==> src/rtl/mult_pkg.sv <==
// Shared types and helpers for the tile-based sequential multiplier.
// Defaults describe the 16x16 build with 8x8 tiles.
package mult_pkg;

    typedef enum logic [1:0] {
        IDLE,
        RUN,
        DONE
    } state_t;

    localparam int WIDTH_DEF = 16;
    localparam int TILE_DEF  = 8;
    localparam int K         = WIDTH_DEF / TILE_DEF;
    localparam int CNT_W     = $clog2(K * K);
    localparam int ACC_W     = 2 * WIDTH_DEF;

    // Bit offset of partial product (i,j) inside the full product.
    function automatic int tile_shift(input int i, input int j, input int tile);
        return tile * (i + j);
    endfunction

endpackage

==> src/rtl/tile_mul_wallace.sv <==
// Combinational TILE x TILE unsigned multiplier.
// The partial-product matrix is reduced column by column with FA/HA cells, then two rows are added.
module tile_mul_wallace #(
    parameter int TILE = 8
) (
    input  logic [TILE-1:0]   a,
    input  logic [TILE-1:0]   b,
    output logic [2*TILE-1:0] p
);

    localparam int COLS = 2 * TILE;

    // Returns {carry, sum}.
    function automatic logic [1:0] fa(input logic x, input logic y, input logic z);
        return {(x & y) | (x & z) | (y & z), x ^ y ^ z};
    endfunction

    function automatic logic [1:0] ha(input logic x, input logic y);
        return {x & y, x ^ y};
    endfunction

    logic            cur [COLS][TILE];
    logic            nxt [COLS][TILE];
    int              hgt [COLS];
    int              nh  [COLS];
    int              maxh;
    logic [1:0]      cs;
    logic [COLS-1:0] row0;
    logic [COLS-1:0] row1;

    // Each stage groups a column's bits in threes; it stops once no column is taller than two.
    always_comb begin
        for (int c = 0; c < COLS; c++) begin
            hgt[c] = 0;
            nh[c]  = 0;
            for (int r = 0; r < TILE; r++) begin
                cur[c][r] = 1'b0;
                nxt[c][r] = 1'b0;
            end
        end
        maxh = 0;
        cs   = 2'b00;
        row0 = '0;
        row1 = '0;

        for (int i = 0; i < TILE; i++) begin
            for (int j = 0; j < TILE; j++) begin
                cur[i+j][hgt[i+j]] = a[i] & b[j];
                hgt[i+j] = hgt[i+j] + 1;
            end
        end

        for (int s = 0; s < TILE; s++) begin
            maxh = 0;
            for (int c = 0; c < COLS; c++) begin
                if (hgt[c] > maxh) maxh = hgt[c];
            end
            if (maxh > 2) begin
                for (int c = 0; c < COLS; c++) begin
                    nh[c] = 0;
                    for (int r = 0; r < TILE; r++) nxt[c][r] = 1'b0;
                end
                for (int c = 0; c < COLS; c++) begin
                    for (int r = 0; r < TILE; r += 3) begin
                        if (r + 2 < hgt[c]) begin
                            cs = fa(cur[c][r], cur[c][r+1], cur[c][r+2]);
                            nxt[c][nh[c]] = cs[0];
                            nh[c] = nh[c] + 1;
                            if (c + 1 < COLS) begin
                                nxt[c+1][nh[c+1]] = cs[1];
                                nh[c+1] = nh[c+1] + 1;
                            end
                        end else if (r + 1 < hgt[c]) begin
                            cs = ha(cur[c][r], cur[c][r+1]);
                            nxt[c][nh[c]] = cs[0];
                            nh[c] = nh[c] + 1;
                            if (c + 1 < COLS) begin
                                nxt[c+1][nh[c+1]] = cs[1];
                                nh[c+1] = nh[c+1] + 1;
                            end
                        end else if (r < hgt[c]) begin
                            nxt[c][nh[c]] = cur[c][r];
                            nh[c] = nh[c] + 1;
                        end
                    end
                end
                for (int c = 0; c < COLS; c++) begin
                    hgt[c] = nh[c];
                    for (int r = 0; r < TILE; r++) cur[c][r] = nxt[c][r];
                end
            end
        end

        for (int c = 0; c < COLS; c++) begin
            row0[c] = cur[c][0];
            row1[c] = cur[c][1];
        end
        p = row0 + row1;
    end

endmodule

==> src/rtl/tile_seq_mult.sv <==
// Time-multiplexed unsigned multiplier: one TILE x TILE partial product per cycle, shifted and
// accumulated, with optional skipping of low-significance tiles. Valid/ready on both sides.
module tile_seq_mult
    import mult_pkg::*;
#(
    parameter int WIDTH    = 16,
    parameter int TILE     = 8,
    parameter int APPROX_W = $clog2(2 * WIDTH / TILE)
) (
    input  logic                 clk,
    input  logic                 rst,
    input  logic                 in_valid,
    output logic                 in_ready,
    input  logic [WIDTH-1:0]     in_a,
    input  logic [WIDTH-1:0]     in_b,
    input  logic [APPROX_W-1:0]  approx_lvl,
    output logic                 out_valid,
    input  logic                 out_ready,
    output logic [2*WIDTH-1:0]   out_p,
    output logic                 busy
);

    localparam int NK     = WIDTH / TILE;
    localparam int NCNT_W = $clog2(NK * NK);
    localparam int HALF   = NCNT_W / 2;
    localparam int NACC_W = 2 * WIDTH;
    localparam int LAST   = NK * NK - 1;

    state_t              state;
    logic [WIDTH-1:0]    a_reg;
    logic [WIDTH-1:0]    b_reg;
    logic [APPROX_W-1:0] lvl_reg;
    logic [NACC_W-1:0]   acc;
    logic [NACC_W-1:0]   acc_next;
    logic [NACC_W-1:0]   pp_shifted;
    logic [NCNT_W-1:0]   cnt;
    logic [HALF-1:0]     ti;
    logic [HALF-1:0]     tj;
    logic [TILE-1:0]     a_tile;
    logic [TILE-1:0]     b_tile;
    logic [2*TILE-1:0]   pp;
    logic                keep;

    // Upper counter half walks the A tiles, lower half the B tiles.
    assign ti     = cnt[NCNT_W-1:HALF];
    assign tj     = cnt[HALF-1:0];
    assign a_tile = TILE'(a_reg >> tile_shift(int'(ti), 0, TILE));
    assign b_tile = TILE'(b_reg >> tile_shift(0, int'(tj), TILE));

    tile_mul_wallace #(
        .TILE (TILE)
    ) u_tile (
        .a (a_tile),
        .b (b_tile),
        .p (pp)
    );

    // Skipped tiles still spend their cycle so latency stays data-independent.
    assign keep       = (int'(ti) + int'(tj)) >= int'(lvl_reg);
    assign pp_shifted = keep ? (NACC_W'(pp) << tile_shift(int'(ti), int'(tj), TILE)) : '0;
    assign acc_next   = acc + pp_shifted;

    always_ff @(posedge clk) begin
        if (rst) begin
            state     <= IDLE;
            in_ready  <= 1'b1;
            out_valid <= 1'b0;
            busy      <= 1'b0;
            out_p     <= '0;
            acc       <= '0;
            cnt       <= '0;
            a_reg     <= '0;
            b_reg     <= '0;
            lvl_reg   <= '0;
        end else begin
            case (state)
                IDLE: begin
                    if (in_valid) begin
                        a_reg    <= in_a;
                        b_reg    <= in_b;
                        lvl_reg  <= approx_lvl;
                        acc      <= '0;
                        cnt      <= '0;
                        in_ready <= 1'b0;
                        busy     <= 1'b1;
                        state    <= RUN;
                    end
                end
                RUN: begin
                    acc <= acc_next;
                    cnt <= cnt + 1'b1;
                    if (cnt == NCNT_W'(LAST)) begin
                        out_p     <= acc_next;
                        out_valid <= 1'b1;
                        state     <= DONE;
                    end
                end
                DONE: begin
                    if (out_ready) begin
                        out_valid <= 1'b0;
                        in_ready  <= 1'b1;
                        busy      <= 1'b0;
                        state     <= IDLE;
                    end
                end
                default: state <= IDLE;
            endcase
        end
    end

endmodule

==> config.mk <==
export PLATFORM = sky130hd
export DESIGN_NAME = tile_seq_mult
export DESIGN_NICKNAME = d
export VERILOG_FILES = /design/src/rtl/mult_pkg.sv /design/src/rtl/tile_mul_wallace.sv /design/src/rtl/tile_seq_mult.sv
export SDC_FILE = /design/constraint.sdc
export NUM_CORES = 1
export LEC_CHECK = 0
export CAP_MARGIN = 20
export CORE_UTILIZATION = 52
export CTS_BUF_LIST = sky130_fd_sc_hd__clkbuf_8
export DETAILED_ROUTE_END_ITERATION = 12
export PLACE_DENSITY = 0.81
export SETUP_SLACK_MARGIN = 0.05
export SLEW_MARGIN = 25
export SYNTH_ARGS = -nofsm -noshare
export SYNTH_HDL_FRONTEND = slang
export SYNTH_SLANG_ARGS = --single-unit
export TNS_END_PERCENT = 100
==> constraint.sdc <==
create_clock -name clk -period 7 [get_ports clk]
set_clock_uncertainty 0.05 [all_clocks]
set_input_delay 1.4 -clock clk [delete_from_list [all_inputs] [get_ports clk]]
set_output_delay 1.4 -clock clk [all_outputs]
set_load 0.05 [all_outputs]
==> results of run 1 <==
per-layer routing:
layer	GRT usage	wire [microns]	up-vias
li1	-	-	3602
met1	0.370	9650	3528
met2	0.406	9620	259
met3	0.0466	1450	15
met4	0.0624	205	0
met5	0	0	-
synthesized netlist by cell type (all sizes together), types with 15 or more instances:
| cell type | instances | share of area |
|---|---|---|
| a21oi | 100 | 0.064 |
| a22oi | 18 | 0.017 |
| clkbuf | 37 | 0.018 |
| dfxtp | 105 | 0.27 |
| fa | 39 | 0.099 |
| ha | 66 | 0.10 |
| inv | 69 | 0.033 |
| mux2i | 21 | 0.027 |
| nand2 | 151 | 0.072 |
| nand3 | 19 | 0.012 |
| nor2 | 119 | 0.056 |
| nor3 | 15 | 0.0095 |
| o21ai | 27 | 0.018 |
| or2 | 19 | 0.015 |
| xnor2 | 23 | 0.025 |
kinds of logic after synthesis:
logic type / after synthesis / synth area share
buffers and inverters: 115 / 0.0558
AOI/OAI and AO/OA: 225 / 0.186
xor gates and xnor gates: 37 / 0.0409
adders and majority gates: 105 / 0.203
muxes: 23 / 0.0294
and+or+nand+nor: 387 / 0.220
DFF: 105 / 0.265
tightest hold or removal path, cell delays in order, from the launching register on:
cell and delay (ns):
dfxtp_1 0.32, nand2_1 0.05, a21oi_1 0.05
what timing repair did:
| item | 4_1_cts | 5_1_grt |
|---|---|---|
| pin swaps | 1 | 51 |
| setup endpoints to repair | 29 | 36 |
| gates resized for setup | 20 | 66 |
| buffers inserted | 0 | 19 |
layout by cell type, fill, tap and decap left out, types with 6 or more instances in the layout:
cell type        count
a21o_1              13
a21oi_1             94
a22o_1               9
a22oi_1             18
and2_1               6
and3_1              10
buf_4               58
clkbuf_8             9
clkdlybuf4s50_1     71
dfxtp_1            103
fa_1                31
fa_2                 8
ha_1                59
inv_1               67
mux2i_1              9
mux2i_4             12
nand2_1            151
nand2b_1            12
nand3_1             18
nor2_1             108
nor2_2              10
nor2b_1              6
nor3_1              13
o211ai_1             8
o21ai_0             16
o21ai_1             10
o21bai_1             8
or2_2               17
xnor2_1             23
xor2_1              13
per-stage QoR:
stage               setup slack [ns]  hold WS [ns]
global route                  -0.107         0.434
global placement              -0.135         0.390
CTS                           0.0524         0.413
detailed placement            -0.240         0.398
floorplan                     0.0738         0.380
finish                         0.129         0.409
cell type report:
| type | count | share of cell area |
|---|---|---|
| clock inverter | 7 | 0.00907 |
| tap | 184 | 0.0235 |
| timing repair buffer | 136 | 0.125 |
| clock buffer | 9 | 0.0126 |
| multi-input combinational | 777 | 0.588 |
| inverter | 70 | 0.0268 |
| sequential | 105 | 0.215 |
worst paths after layout:
path                            startpoint         to  slack (ns)
worst max-delay path                cnt[0]  out_p[31]        0.13
worst min-delay path             out_p[17]  out_p[17]        0.41
worst max register to register      cnt[0]  out_p[31]        0.13
worst min register to register   out_p[17]  out_p[17]        0.41
where the power goes:
group | total, W | internal (W) | switching [W]
clock | 0.000413 | 0.000147 | 0.000265
sequential | 0.000631 | 0.000614 | 0.0000176
combinational | 0.000265 | 0.000110 | 0.000155
==> impl_metrics.ini, run 1 <==
[sta]
slew_headroom = 0.327
tightestPinTransition_ns = 1.01
tns_ns = 0
fin_crit_sh = 0.982
max_freq_mhz = 146
period_minus_slack_ns = 6.87
slew_viol_final = 0
finalSetupViolCount = 0
hold_viol = 0
rsz0062_at_grt = yes

[die]
io-pin-count = 73
core_area_sq_um = 14700
dieWidth_microns = 125
rows = 44
dieArea_sq_um = 15700
initial_core_util = 0.539
fp.dieH_microns = 125

[layout]
seqCellArea_sq_um = 2110
num_antenna_cells = 0
nFillCells = 1152
fin_cells = 1288
reg_top3 = acc x32, out_p x32
multiInputGateArea_sq_um = 5760
drive_above_1_share = 0.157
layout.nets = 1242
utilization = 0.667
syn2layout_area_growth_pct = 23.8
postLayoutCellArea_sq_um = 9800

[synthesis]
synth-seq-cells = 105
ys_async_sr_fraction = 0
netlist_area_sq_um = 7920
ys_seq_area_frac = 0.265
syn_avg_cell_area_sq_um = 7.94
synth_edf_count = 0
synthCells = 997
yosysWarnings = 0
synth.net_count = 1140
synth.distinct_cells = 68
ys.flop_type = dfxtp_1

[power]
pwr_density_cell_nw_per_um2 = 134
vdd.ir_drop.worst_v = 0.000111
p_leak_nw = 4.05
total_power_w = 0.00131

[setup_path]
worst_path_dominant_cell_family = adder cells
slowest_stage = fa_1
worstSetupPathDepth = 27
crit_fanout = 7
arrival_ns = 7.09
path_common_cell = fa_1
critical_path_buf_inv_count = 5
worstSetupPathType = reg2reg
crit_path_start_kind = register
max_stage_delay_ns = 0.51
worst-r2r-cell-count = 27
crit_path_end_kind = register
worstPathRequired_ns = 7.22

[global_route]
grt.overflow.total = 0
grt_pass1_vias = 6794
grt_pass1_wl_microns = 33000
grt_use_total = 0.259
antenna_found_initial = 0
grt_max_degree = 91

[flow_run]
maxCapViolations = 0

[detailed_routing]
vias = 7404
avgRoutedWirePerCell_microns = 16.2
wl_microns = 20900
routed_via_density = 5.75
drc = 4
drt_iter0_drc = 630
postRouteAntennaNets = 0
dr.pass1.iters = 9

[clock_network]
htreeDepth = 3
clkSlewWorstSetupHoldPaths_ns = 0.12
clk_path_buf_depth = 2
cts_root_buf = clkbuf_8
cts.sinks = 105
cts_hold_buf = 0
cts_buffers = 9
cts_tree = yes
clk_latency_ns = 0.42

[placement]
placed_cells = 1253
placed_area_sq_um = 9040
post-dp-hpwl_microns = 15000
port_buffers = 72
gp_congestion = 0.949

[worst_hold_path]
worstHoldPathType = reg2reg
hold_depth = 2

[status]
status = finished, violations left
violations = DRC
Note: power is estimated with default switching activity, not from simulation.
==> run 2, diff against run 1 <==
- CAP_MARGIN: 20 -> not set
- PLACE_DENSITY: 0.81 -> 0.78
- clock period: 7 -> 8.25 ns (I/O delays scaled with it)
==> run 2 against run 1 <==
- the flow still finishes with violations (DRC)
- sequential share of layout area up 1.8 points
- critical path type unchanged
- highest routed layer unchanged
- fmax down 11%
- clock power down 13%
- first-iteration DRC count down 27%
- die area unchanged
- design area down 8.2%
- count of clock-buffer cells in the layout unchanged
- sequential power down 16%
- worst setup slack better by 0.44 ns
- non-clock buffer count down 59
- global-route usage down 0.16 points
- via count down 6.0%
==> impl_metrics.ini, run 2 (synthesis gave the netlist of run 1 again) <==
[layout]
final_common_cell = nand2_1
num_antenna_cells = 0
fin_cells = 1229
layout.nets = 1183
postLayoutCellArea_sq_um = 9000
final_cell_mix = 151 x nand2_1, 117 x nor2_1, 104 x dfxtp_1
multiInputGateArea_sq_um = 5430
seqCellArea_sq_um = 2100
drive_above_1_share = 0.0670
reg_top3 = acc x32, out_p x32
syn2layout_area_growth_pct = 13.6
nFillCells = 1272

[detailed_routing]
drc = 3
wl_microns = 19500
postRouteAntennaNets = 0
vias = 6957
dr.pass1.iters = 8
drt_iter0_drc = 458
routed_via_density = 5.66
avgRoutedWirePerCell_microns = 15.9

[global_route]
grt_pass1_vias = 6515
antenna_found_initial = 0
grt_use_total = 0.258
grt.overflow.total = 0
grt_max_degree = 91
grt_pass1_wl_microns = 32500

[setup_path]
worstSetupPathType = reg2reg
crit_path_start_kind = register
worstPathRequired_ns = 8.52
worst-r2r-cell-count = 25
critical_path_buf_inv_count = 2
cp-endpoint = out_p[25]
worstSetupPathDepth = 25
reg2reg_from = cnt[1]
r2r_slack_ns = 0.57
slowest_stage = dfxtp_1
r2r-end = out_p[25]
critPathLaunch = cnt[1]
max_stage_delay_ns = 0.75
arrival_ns = 7.95
crit_path_end_kind = register
worst_path_dominant_cell_family = compound AO/OA/AOI/OAI gates
crit_fanout = 11

[clock_network]
cts_buffers = 9
cts_tree = yes
clk_path_buf_depth = 2
cts_root_buf = clkbuf_8
htreeDepth = 3
clkSlewWorstSetupHoldPaths_ns = 0.12
cts_hold_buf = 0
clk_latency_ns = 0.42
cts.sinks = 105

[power]
vdd.ir_drop.worst_v = 0.000107
p_leak_nw = 3.75
pwr_density_cell_nw_per_um2 = 120
total_power_w = 0.00108

[sta]
tns_ns = 0
fin_crit_sh = 0.931
slew_viol_final = 0
holdWs_ns = 0.407
rsz0062_at_grt = no
period_minus_slack_ns = 7.68
slew_headroom = 0.375
max_freq_mhz = 130
finalSetupViolCount = 0
tightestPinTransition_ns = 0.938
hold_viol = 0

[placement]
placed_area_sq_um = 8730
gp_congestion = 0.958
port_buffers = 72
post-dp-hpwl_microns = 14600
placed_cells = 1213

[die]
rows = 44
core_area_sq_um = 14700
initial_core_util = 0.539
io-pin-count = 73
fp.dieH_microns = 125
dieArea_sq_um = 15700
dieWidth_microns = 125

[status]
violations = DRC
status = finished, violations left

[flow_run]
maxCapViolations = 0

[worst_hold_path]
worstHoldPathType = reg2reg
## run 2: cell types whose count changed in the layout (fill, tap and decap cells not counted), sizes merged
cell / previous run / this run
buf: 65 / 6
## run 2: area by class of cell
type / instances / area share
Clock buffer: 9 / 0.0138
Clock inverter: 7 / 0.0107
Inverter: 70 / 0.0292
Multi-Input combinational cell: 777 / 0.603
Sequential cell: 105 / 0.234
Tap cell: 184 / 0.0256
Timing Repair Buffer: 77 / 0.0837
## run 2: worst min-delay path, delay by kind of cell, from the launching register on
family             cells  cell delay (ns)
DFF                    1             0.33
and+or+nand+nor        1             0.05
AOI/OAI and AO/OA      1             0.05
## run 2: through the flow
| stage | worst slack (ns) | utilization |
|---|---|---|
| after floorplan | 1.25 | - |
| after global placement | 0.650 | 0.594 |
| after detailed placement | 0.517 | 0.594 |
| after CTS | 0.466 | 0.609 |
| after global routing | 0.112 | 0.612 |
| final | 0.572 | 0.612 |
## run 2: per-layer routing
metal | routed length [microns] | global-route usage | part of all wire
met3 | 1090 | 0.0389 | 0.056
met5 | 0 | 0 | 0
met1 | 9730 | 0.377 | 0.50
met4 | 382 | 0.0861 | 0.020
met2 | 8300 | 0.386 | 0.43
## run 2: how the worst min path moves through the flow
stage / from / end / slack (ns) / cells past startpoint
6_report: out_p[17] / out_p[17] / 0.41 / 2
5_1_grt: out_p[19] / out_p[19] / 0.43 / 2
4_1_cts: acc[25] / acc[25] / 0.41 / 2
3_5_place_dp: out_p[17] / out_p[17] / 0.39 / 2
3_3_place_gp: out_p[17] / out_p[17] / 0.39 / 2
2_1_floorplan: acc[25] / acc[25] / 0.38 / 2
## run 2: what timing repair did
action	in CTS	in global routing
setup endpoints to repair	0	11
setup buffers	0	0
resized for setup	0	11
## run 2: power by group
group          internal [W]  total [W]  switching [W]
combinational     0.0000712   0.000190       0.000119
sequential         0.000521   0.000533      0.0000123
clock              0.000128   0.000361       0.000233
==> run 3, diff against run 2 <==
- SLEW_MARGIN: 25 -> not set
==> run 3 against run 2 <==
- clock power barely moved
- critical endpoint unchanged
- critical path type unchanged
- the run still ends with DRC left
- die area stayed put
- via count increased by 0.46%
- cell count unchanged
- flip-flop and latch count is the same
==> impl_metrics.ini, run 3 (synthesis gave the netlist of run 1 again) <==
[layout]
syn2layout_area_growth_pct = 13.3
nFillCells = 1292
final_common_cell = nand2_1
drive_above_1_share = 0.0612
postLayoutCellArea_sq_um = 8970
multiInputGateArea_sq_um = 5400
utilization = 0.610
final_cell_mix = 151 x nand2_1, 117 x nor2_1, 105 x dfxtp_1
reg_top3 = acc x32, out_p x32
layout.nets = 1183
num_antenna_cells = 0
seqCellArea_sq_um = 2100

[global_route]
grt_use_total = 0.257
antenna_found_initial = 0
grt_max_degree = 91
grt.overflow.total = 0
grt_pass1_vias = 6602
grt_pass1_wl_microns = 32600

[status]
status = finished, violations left
violations = DRC

[setup_path]
crit_path_end_kind = register
worstSetupPathType = reg2reg
crit_fanout = 12
arrival_ns = 8.06
r2r-end = out_p[25]
worst-r2r-cell-count = 22
worstPathRequired_ns = 8.51
crit_path_start_kind = register
r2r_slack_ns = 0.45
reg2reg_from = cnt[0]

[die]
dieArea_sq_um = 15700
rows = 44
io-pin-count = 73
core_area_sq_um = 14700
dieWidth_microns = 125
fp.dieH_microns = 125
initial_core_util = 0.539

[flow_run]
maxCapViolations = 0

[worst_hold_path]
hold_depth = 2
hold_start = out_p[17]
worstHoldPathType = reg2reg
hold_end = out_p[17]

[placement]
gp_congestion = 0.958
post-dp-hpwl_microns = 14700
port_buffers = 72
placed_area_sq_um = 8730

[detailed_routing]
drc = 3
drt_iter0_drc = 482
postRouteAntennaNets = 0
routed_via_density = 5.69
avgRoutedWirePerCell_microns = 15.9
wl_microns = 19500
dr.pass1.iters = 8
vias = 6989

[power]
swShare = 0.334
p_int_w = 0.000719
power_frac_clock = 0.332
power_frac_seq = 0.493
vdd.ir_drop.worst_v = 0.000102
pwr_density_cell_nw_per_um2 = 120
p_switching_w = 0.000361
pwr-share-comb = 0.175
p_leak_nw = 3.74

[sta]
finalSetupViolCount = 0
tightestPinTransition_ns = 1.25
max_freq_mhz = 128
rsz0062_at_grt = no
period_minus_slack_ns = 7.80
fin_crit_sh = 0.946
slew_viol_final = 0
slew_headroom = 0.164
hold_viol = 0
tns_ns = 0

[clock_network]
cts.sinks = 105
cts_root_buf = clkbuf_8
clk_latency_ns = 0.41
htreeDepth = 3
clk_path_buf_depth = 2
cts_buffers = 9
clkSlewWorstSetupHoldPaths_ns = 0.13
cts_tree = yes
postCtsSetupRepairBufs = 0
## run 3: power groups by stage
stage	combinational (W)	clock [W]	sequential, W
global route	0.000209	0.000385	0.000535
global placement	0.000183	0	0.000543
finish	0.000189	0.000359	0.000533
detailed placement	0.000186	0	0.000543
floorplan	0.000124	0	0.000542
CTS	0.000187	0.000365	0.000532
## run 3: worst max path at each step
stage,from,endpoint,cells after the start
after floorplan,cnt[1],acc[30],30
after CTS,cnt[0],out_p[25],25
after detailed placement,cnt[0],out_p[31],26
after global placement,cnt[0],out_p[25],25
after global routing,cnt[1],out_p[25],25
final,cnt[0],out_p[25],22
## run 3: layout make-up
| cell class | count | share of cell area |
|---|---|---|
| multi-input combinational | 777 | 0.602 |
| sequential | 105 | 0.234 |
| timing repair buffer | 77 | 0.0840 |
| inverter | 70 | 0.0293 |
| tap | 184 | 0.0257 |
| clock buffer | 9 | 0.0138 |
| clock inverter | 7 | 0.0107 |
## run 3: per-stage QoR
stage               total power, W  setup WS, ns  hold WS (ns)  std cells
floorplan                 0.000666          1.25         0.380        997
global placement          0.000726         0.650         0.389       1213
detailed placement        0.000729         0.546         0.394       1213
CTS                        0.00108         0.487         0.410       1229
global route               0.00113        0.0378         0.428       1229
finish                     0.00108         0.448         0.408       1229
## run 3: worst max-delay path, cell delays in order (launching register included)
cell and delay (ns):
dfxtp_1 0.80, mux2i_1 0.59, nor2_1 0.15, fa_1 0.61, fa_1 0.44, fa_1 0.53, fa_1 0.43, ha_1 0.35
a21oi_1 0.21, o21bai_1 0.08, a21oi_1 0.22, o21bai_1 0.18, or4b_1 0.49, and3_1 0.21, nor2_1 0.11, ha_1 0.30
a211oi_1 0.27, o21bai_1 0.19, a221oi_1 0.36, o21ai_1 0.14, a31oi_2 0.37, o21ai_0 0.28, o311ai_1 0.34
## run 3: repair_timing
item	4_1_cts	5_1_grt
hold buffers	0	0
endpoints found under the setup margin	0	4
gates resized for setup	0	6
## run 3: routing by layer
metal,part of all wire,global-route usage,vias up
met5,0,0,-
met4,0.014,0.0681,0
met3,0.066,0.0432,24
met2,0.43,0.391,219
met1,0.49,0.374,3254
li1,-,-,3492
==> variant (config.mk and constraints of run 2) <==
Reset style: asynchronous (`rst`), changed in one clocked block.
--- a/src/rtl/tile_seq_mult.sv
+++ b/src/rtl/tile_seq_mult.sv
@@ -62,3 +62,3 @@
 
-    always_ff @(posedge clk) begin
+    always_ff @(posedge clk or posedge rst) begin
         if (rst) begin
Check against the original RTL: differs if rst is asserted again (counterexample within 4 cycles, from zero or initial values and one cycle with rst high); with rst held inactive, the same outputs for 4 cycles.
==> variant against run 2 <==
  * Die area increased by 3.7%
  * Wire length decreased by 7.9%
  * Highest routed layer unchanged
  * Final area increased by 3.5%
  * Count of clock-buffer cells in the layout unchanged
  * Worst setup slack improved by 0.12 ns
  * Area after synthesis increased by 3.8%
  * Sequential cell count unchanged
  * Critical endpoint is now acc[29]
Power is not shown: default switching activity piles up to over one toggle a cycle in this logic, so the estimate is an artifact.
==> variant: results (changes against run 2) <==
Worst hold path
  – Worst Hold Depth: 2 (unchanged)
  – Hold Path Class: flop to flop

Logic synthesis
  – Commonest cells post-synth: dfrtp_1 (104), nor2_1 (80), nand2_1 (71)
  – Ys Warns: 0 (unchanged)
  – Syn nets: 1038 (-8.9%)
  – Top area cells in the synthesized netlist: dfrtp_1 (32%), ha_1 (10%), fa_1 (9.5%), mux2_2 (5.1%), o21ai_0 (4.1%)
  – Post-synth top flop: dfrtp_1
  – Cell variety after synth: 62 (-8.8%)
  – Ys async rst share: 1.00 (+1.00)
  – Register area share after synthesis: 0.320 (+0.0545)
  – Syn avg cell area: 9.18 sq um (+16%)

Drt
  – Avg WL per Cell: 15.4 um (-2.9%)
  – Drt total wl: 18000 um (-7.9%)
  – Vias/cell: 5.66 (about the same)
  – Initial DRT Pass Iterations: 5 (-3)
  – 1st-iter DRT viols: 455 (-0.66%)

Global routing
  – All-Layer GR Usage: 0.235 (-0.0229)
  – Met1 Track Usage GR: 0.323 (-0.0536)
  – Initial antenna violation count: 0 (unchanged)
  – M3 GR Usage: 0.0451 (+0.00614)
  – M2 GR Usage: 0.376 (-0.0107)
  – First-pass GRT wire length: 30500 um (-6.2%)
  – Largest net degree at the start of global routing: 72 (-21%)
  – Vias in the first global route: 6366 (-2.3%)

Clock tree
  – Setup Buffers After CTS: 0 (unchanged)
  – CTS Buf Count: 9 (unchanged)
  – Clock root buffer: clkbuf_8
  – H-tree Lvls: 3 (unchanged)
  – Clk_lat worst skew: 0.40 ns (-0.02 ns)
  – Clock buffer depth: 2 (unchanged)
  – Post-CTS Resized: 0 (unchanged)
  – Worst-path clk slew: between 0.1 and 0.15 ns

STA
  – Measured slew at the worst slew-check pin: 0.946 ns (+0.00796 ns)

Setup path
  – Crit path max fanout: 11 (unchanged)
  – R2R cell count: 26 (+4.0%)
  – Critical path's slowest cell: mux2i_1
  – CP Data Arrival Time: 7.75 ns (-0.20 ns)
  – Crit path largest cell delay: 0.85 ns (+0.10 ns)

Placement
  – Pre-CTS WS: 0.798 ns (+0.281 ns)
  – Cell Count Post-Placement: 1149 (-5.3%)
  – DP HPWL: 13700 um (-6.4%)
  – RD Place Congestion: 0.896 (-6.5%)
  – Count of input and output buffers: 72 (unchanged)

Run
  – Max-Cap Viols: 0 (unchanged)

Cells and area
  – Layout cell share with drive strength beyond 1: 0.0985 (+0.0315)
  – Total inserted antenna cells: 0 (unchanged)
  – Top flop regs: acc (32), out_p (32)
  – # fillers: 1328 (+4.4%)
  – Fin nets: 1092 (-7.7%)

Outcome
  – Status: finished clean
[variant: changes by cell type after synthesis, moves of 6 or more]
cell and delta:
a22o_1 -6, dfxtp_1 -105, a21oi_1 -55, o21ai_0 +49, mux2_2 +35, dfrtp_1 +104, nand3_1 +38, nand2_1 -80
a22oi_1 -18, nor2_1 -39, o31ai_1 +9, xnor2_1 -9, a21boi_0 +6
[variant: worst max-delay path: cells and delay by family, from the launching register on]
family | cells | cell delay [ns]
buffers and inverters | 2 | 0.09
multiplexers | 2 | 1.04
AND/OR/NAND/NOR | 7 | 1.12
flip-flops | 1 | 0.68
adder cells (fa/ha/maj) | 6 | 2.52
AO/OA/AOI/OAI | 9 | 1.88
[variant: per-stage QoR]
| stage | utilization | area, sq um |
|---|---|---|
| 2_1_floorplan | - | 8220 |
| 3_3_place_gp | 0.595 | 9110 |
| 3_5_place_dp | 0.595 | 9120 |
| 4_1_cts | 0.608 | 9310 |
| 5_1_grt | 0.608 | 9310 |
| 6_report | 0.608 | 9310 |
[variant: final cells by class]
type / count / share of cell area
multi-input cells: 688 / 0.560
well taps: 211 / 0.0284
clock inverters: 7 / 0.00726
repair buffers: 76 / 0.0806
inverters: 69 / 0.0281
flip-flops and latches: 105 / 0.282
clock buffers: 9 / 0.0133
[variant: worst paths after layout]
path	startpoint	to	slack, ns
max	cnt[1]	acc[29]	0.69
min	out_p[10]	out_p[10]	0.44
max reg2reg	cnt[1]	acc[29]	0.69
min reg2reg	out_p[10]	out_p[10]	0.44
max in group asynchronous	rst	acc[5]	5.35
min in group asynchronous	rst	a_reg[7]	1.54
[variant: per-layer routing]
layer | vias to the layer above | share of wire
met4 | 0 | 0.023
met2 | 184 | 0.47
li1 | 3228 | -
met1 | 3159 | 0.46
met3 | 27 | 0.050
met5 | - | 0
[variant: cell families after synthesis]
family | after synthesis | share of synthesized area
simple gates | 295 | 0.174
compound gates | 202 | 0.158
fa+ha+maj | 105 | 0.196
flops | 105 | 0.320
buf+inv | 102 | 0.0466
mux | 58 | 0.0763
xor+xnor | 28 | 0.0299
